File: src/rtl/pc_stack.sv
// pc_stack: parametrised program counter with a hardware call/return stack.
//
// Ports:
//   clk          - single clock, all state updates on the rising edge
//   rst          - asynchronous reset, active low
//   en_in        - update enable; when 0 all state holds and stack_err clears
//   pc_ctrl      - operation select (HOLD/INC/BRANCH/SJUMP/LJUMP/CALL/RET/rsvd)
//   offset_addr  - signed branch offset or zero-extended short jump target
//   jump_addr    - long jump / call target
//   pc_out       - current PC (registered)
//   stack_empty  - stack holds 0 entries (registered)
//   stack_full   - stack holds STACK_DEPTH entries (registered)
//   stack_err    - one-cycle pulse after an illegal CALL or RETURN (registered)
module pc_stack #(
    parameter int unsigned ADDR_W      = 16,
    parameter int unsigned OFF_W       = 8,
    parameter int unsigned STACK_DEPTH = 4,
    parameter logic [ADDR_W-1:0] RESET_ADDR = '0
) (
    input  logic              clk,
    input  logic              rst,
    input  logic              en_in,
    input  logic [2:0]        pc_ctrl,
    input  logic [OFF_W-1:0]  offset_addr,
    input  logic [ADDR_W-1:0] jump_addr,
    output logic [ADDR_W-1:0] pc_out,
    output logic              stack_empty,
    output logic              stack_full,
    output logic              stack_err
);

    localparam int unsigned CNT_W = $clog2(STACK_DEPTH + 1);
    localparam int unsigned PTR_W = (STACK_DEPTH > 1) ? $clog2(STACK_DEPTH) : 1;

    typedef enum logic [2:0] {
        OP_HOLD   = 3'b000,
        OP_INC    = 3'b001,
        OP_BRANCH = 3'b010,
        OP_SJUMP  = 3'b011,
        OP_LJUMP  = 3'b100,
        OP_CALL   = 3'b101,
        OP_RET    = 3'b110,
        OP_RSVD   = 3'b111
    } op_e;

    op_e                op;
    logic [ADDR_W-1:0]  mem [STACK_DEPTH];
    logic [CNT_W-1:0]   count;
    logic [CNT_W-1:0]   next_cnt;
    logic [ADDR_W-1:0]  next_pc;
    logic [ADDR_W-1:0]  off_sext;
    logic [ADDR_W-1:0]  off_zext;
    logic [ADDR_W-1:0]  ret_addr;
    logic [PTR_W-1:0]   wr_idx;
    logic [PTR_W-1:0]   top_idx;
    logic               push;
    logic               err_next;

    assign op       = op_e'(pc_ctrl);
    assign off_sext = ADDR_W'($signed(offset_addr));
    assign off_zext = ADDR_W'(offset_addr);
    assign ret_addr = pc_out + ADDR_W'(1);
    // Push writes the slot at the current count; the top entry sits one below.
    assign wr_idx   = PTR_W'(count);
    assign top_idx  = PTR_W'(count - CNT_W'(1));

    always_comb begin
        next_pc  = pc_out;
        next_cnt = count;
        push     = 1'b0;
        err_next = 1'b0;
        if (en_in) begin
            case (op)
                OP_INC:    next_pc = pc_out + ADDR_W'(1);
                OP_BRANCH: next_pc = pc_out + off_sext;
                OP_SJUMP:  next_pc = off_zext;
                OP_LJUMP:  next_pc = jump_addr;
                OP_CALL: begin
                    if (stack_full) begin
                        err_next = 1'b1;
                    end else begin
                        push     = 1'b1;
                        next_pc  = jump_addr;
                        next_cnt = count + CNT_W'(1);
                    end
                end
                OP_RET: begin
                    if (stack_empty) begin
                        err_next = 1'b1;
                    end else begin
                        next_pc  = mem[top_idx];
                        next_cnt = count - CNT_W'(1);
                    end
                end
                default: ;
            endcase
        end
    end

    always_ff @(posedge clk or negedge rst) begin
        if (!rst) begin
            pc_out      <= RESET_ADDR;
            count       <= '0;
            stack_empty <= 1'b1;
            stack_full  <= 1'b0;
            stack_err   <= 1'b0;
        end else begin
            pc_out      <= next_pc;
            count       <= next_cnt;
            stack_empty <= (next_cnt == '0);
            stack_full  <= (next_cnt == CNT_W'(STACK_DEPTH));
            stack_err   <= err_next;
        end
    end

    // Stack RAM is not reset; its contents are only meaningful below count.
    always_ff @(posedge clk) begin
        if (push) begin
            mem[wr_idx] <= ret_addr;
        end
    end

endmodule

File: config.mk
export PLATFORM = sky130hd
export DESIGN_NAME = pc_stack
export DESIGN_NICKNAME = d
export VERILOG_FILES = /design/src/rtl/pc_stack.sv
export SDC_FILE = /design/constraint.sdc
export NUM_CORES = 1
export LEC_CHECK = 0
export CAP_MARGIN = 20
export CORE_UTILIZATION = 48
export CTS_CLUSTER_SIZE = 10
export DETAILED_ROUTE_END_ITERATION = 10
export DONT_BUFFER_PORTS = 1
export PLACE_DENSITY = 0.67
export SKIP_CTS_REPAIR_TIMING = 1
export SLEW_MARGIN = 20
export SYNTH_ARGS = -nofsm -noshare
export SYNTH_HDL_FRONTEND = slang
export SYNTH_SLANG_ARGS = --single-unit
File: constraint.sdc
create_clock -name clk -period 3 [get_ports clk]
set_input_delay 0.15 -clock clk [delete_from_list [all_inputs] [get_ports clk]]
set_output_delay 0.15 -clock clk [all_outputs]
set_load 0.02 [all_outputs]
==> impl_results.md <==
- Register-to-Register Path Depth: 8
- Hold Crit Class: in -> reg
- Ant diodes: 0
- Yosys warns: 0
- Mean number of vias per cell: 6.24
- Max clock buf depth: 2
- Seq cells post-synth: 86
- Int Pwr: approximately 2900 uW
- Port bufs: 0
- Clk_lat worst skew: approximately 0.36 ns
- Vias in the first global route: around 3500
- RSZ-0062 raised after global routing: no
- Max-Cap Viols: 0
- Root Driver: clkbuf_8
- FF/Latch Area: approximately 2500 um^2
- Synth area leaders: edfxtp_1 (38%), dfrtp_1 (10%), mux4_2 (7.2%), ha_1 (5.0%), xnor2_1 (3.1%)
- Comb pwr share: between 40% and 50%
- Fraction of layout instances using a drive strength above 1: 14.0%
- Final Wtd Congestion: slightly below 0.9
- Initial antenna violation count: 0
- CTS tree: done
- Area of the multi-input gates: between 2000 and 2500 um^2
- Core Region: 9950 um^2
- FF-to-FF Start: pc_out[0]$_DFFE_PN0P_
- Worst setup margin: approximately 0.37 ns
- HPWL Detailed: approximately 8.6 mm
- Top Ports: 49
- Hold path cells: 2
- Final count of negative-setup-slack endpoints: 0
- Min-Delay Endpoint: pc_out[2]$_DFFE_PN0P_
- Num CTS Buffers: 9
- Final ANT Viol Nets: 0
- Max Slew Vio Count: 0
- Async S/R FF share, synth: around a quarter
- CP Data Required Time: ~3.3 ns
- Via count: between 3000 and 4000
- Status: finished clean
- GRT Util Overall: a little under a quarter
- Syn Std Cell Area: 5020 um^2
- Peak Freq: about 380 MHz
- VDD IR max: between 0.0003 and 0.0004 V
- Switch share: roughly two fifths
- Top_reg_cell synth: edfxtp_1
- Net count after synthesis: between 400 and 500
- Worst R2R Setup Slack: between 0.3 and 0.4 ns
- Switching power: roughly 1900 uW
- R2r endpoint: pc_out[12]$_DFFE_PN0P_
- Commonest non-fill, non-tap cell in the layout: edfxtp_1
- Post-synth top area share: approximately two fifths
- Largest net degree at the start of global routing: 32
- Commonest cells after routing, fill and taps aside: edfxtp_1 (64), nor2_1 (34), nand2_1 (31), a21oi_1 (29), o21ai_0 (28)
- Hold_sp: pc_ctrl[2]
- Worst Tran Pin Value: 0.742 ns
- Total die area: 10900 um^2
- Die width: 104 um
- Final Cycle Share: 87.7%
- Area Growth Syn to Fin: 8.03%
- Pre-CTS WS: roughly 0.38 ns
- Clock sinks: 86
- Chip Height: approximately 100 um
- Mean Syn Cell Area: ~11 um^2
- First-pass GRT wire length: 19.2 mm
- Final hold violations: 0
- Fin nets: around 500
- Worst Skew: 0.0134 ns
- Crit path kind: reg -> reg
- Post-synth cell types: 64
- Synthesized instance count: ~440
- Sequential fraction of design power: between 30% and 40%
- Leakage: around 0.0020 uW
- Starting Density: 50.4%
- Drc violations: 0
- Number of synthesized flops with an enable pin: 64
- Pwr dens: around 870 nW/um^2
- CP Launch Type: flop
- Routed Wire Length: 12.1 mm
- CTS H-Tree Depth: 3
- Avg WL per Cell: between 20 and 25 um
- Clk slew on worst S/H paths: 0.09 ns
- Pre-Repair DR Iteration Count: 5
- Area leader, netlist: edfxtp_1
- Tmin final: ~2.6 ns
- Max_slew headroom: 50.3%
- Grt ovf: 0
- WP data arrival: roughly 2.9 ns
- Initial drt markers: 314
- CP Capture Type: flop
- Fill cell count: approximately 840
- Worst-path maximum fanout: 4
- Final Core Density: about 54%
- Clk network pwr share: roughly 17%
- Setup TNS: 0 ns
- Rows: 36
- Sequential cell area fraction in the yosys report: 49.3%
[state kept, by name (all words and copies together), names as in the netlist]
name	cells
mem	64
count	3
stack_err	1
stack_empty	1
pc_out	16
stack_full	1
[stage by stage]
stage	hold WS, ns	power (uW)	cells	cell area (um^2)
2_1_floorplan	-0.146	3390	439	5020
4_1_cts	-0.535	4710	578	5350
3_3_place_gp	-0.145	3850	562	5160
3_5_place_dp	-0.145	3910	562	5160
5_1_grt	0.0205	5030	584	5420
6_report	0.00779	4730	584	5420
[cell type report]
type	count	share of cell area [%]
tap	133	3.07
clock buffer	11	2.42
clock inverter	5	1.11
multi-input combinational	315	43.2
sequential	86	45.6
timing repair buffer	25	3.92
inverter	9	0.623
[power by group through the flow]
stage / registers, uW / logic (uW) / clock network [uW]
finish: 1750 / 2190 / 798
global route: 1770 / 2390 / 869
CTS: 1750 / 2150 / 813
detailed placement: 1780 / 2130 / 0
global placement: 1770 / 2080 / 0
floorplan: 1860 / 1540 / 0
[worst max-delay path: stages, from the launching register on]
cell      delay, ns
dfrtp_1        0.40
ha_1           0.23
fa_1           0.41
a21o_1         0.21
a221oi_1       0.50
o21ai_2        0.15
a31oi_1        0.22
xor2_1         0.09
o41ai_1        0.31
[synthesized netlist by cell type, drive strengths merged (5+ instances only)]
library cell	n
inv	9
nor2	34
edfxtp	64
and2	6
mux4	16
buf	23
nand3	14
nand4	7
a211oi	6
xnor2	18
and4	5
o21a	6
nand2	31
a21oi	30
o211ai	6
dfrtp	21
a31oi	9
a21o	12
and3	6
clkbuf	6
xor2	9
o21ai	29
ha	20
[layer usage]
layer  track usage [%]  routed length [um]  vias to the layer above
met5                 0                   0                        -
met4              9.08                 280                        0
met3              3.63                 702                       21
met2              36.9                5830                      123
met1              31.6                5250                     1800
li1                  -                   -                     1702
[kinds of logic (layout without fill, tap and decap cells)]
| group | after synthesis | after routing | synth area share [%] |
|---|---|---|---|
| and+or+nand+nor | 122 | 122 | 12.3 |
| DFF | 86 | 86 | 49.3 |
| muxes | 19 | 19 | 7.83 |
| adders and majority gates | 21 | 21 | 5.38 |
| buffers and inverters | 38 | 50 | 4.01 |
| AOI/OAI and AO/OA | 126 | 126 | 16.5 |
| xor gates and xnor gates | 27 | 27 | 4.71 |
[worst max path at each step]
| stage | startpoint | endpoint | slack (ns) | cells past startpoint |
|---|---|---|---|---|
| finish | pc_out[0]$_DFFE_PN0P_ | pc_out[12]$_DFFE_PN0P_ | 0.37 | 8 |
| global placement | pc_out[0]$_DFFE_PN0P_ | pc_out[12]$_DFFE_PN0P_ | 0.45 | 8 |
| detailed placement | pc_out[0]$_DFFE_PN0P_ | pc_out[12]$_DFFE_PN0P_ | 0.38 | 8 |
| floorplan | pc_out[0]$_DFFE_PN0P_ | pc_out[12]$_DFFE_PN0P_ | 0.52 | 8 |
| CTS | pc_out[0]$_DFFE_PN0P_ | pc_out[12]$_DFFE_PN0P_ | 0.36 | 8 |
| global route | pc_out[0]$_DFFE_PN0P_ | pc_out[12]$_DFFE_PN0P_ | 0.27 | 8 |
Power figures use the tool's default switching activity.
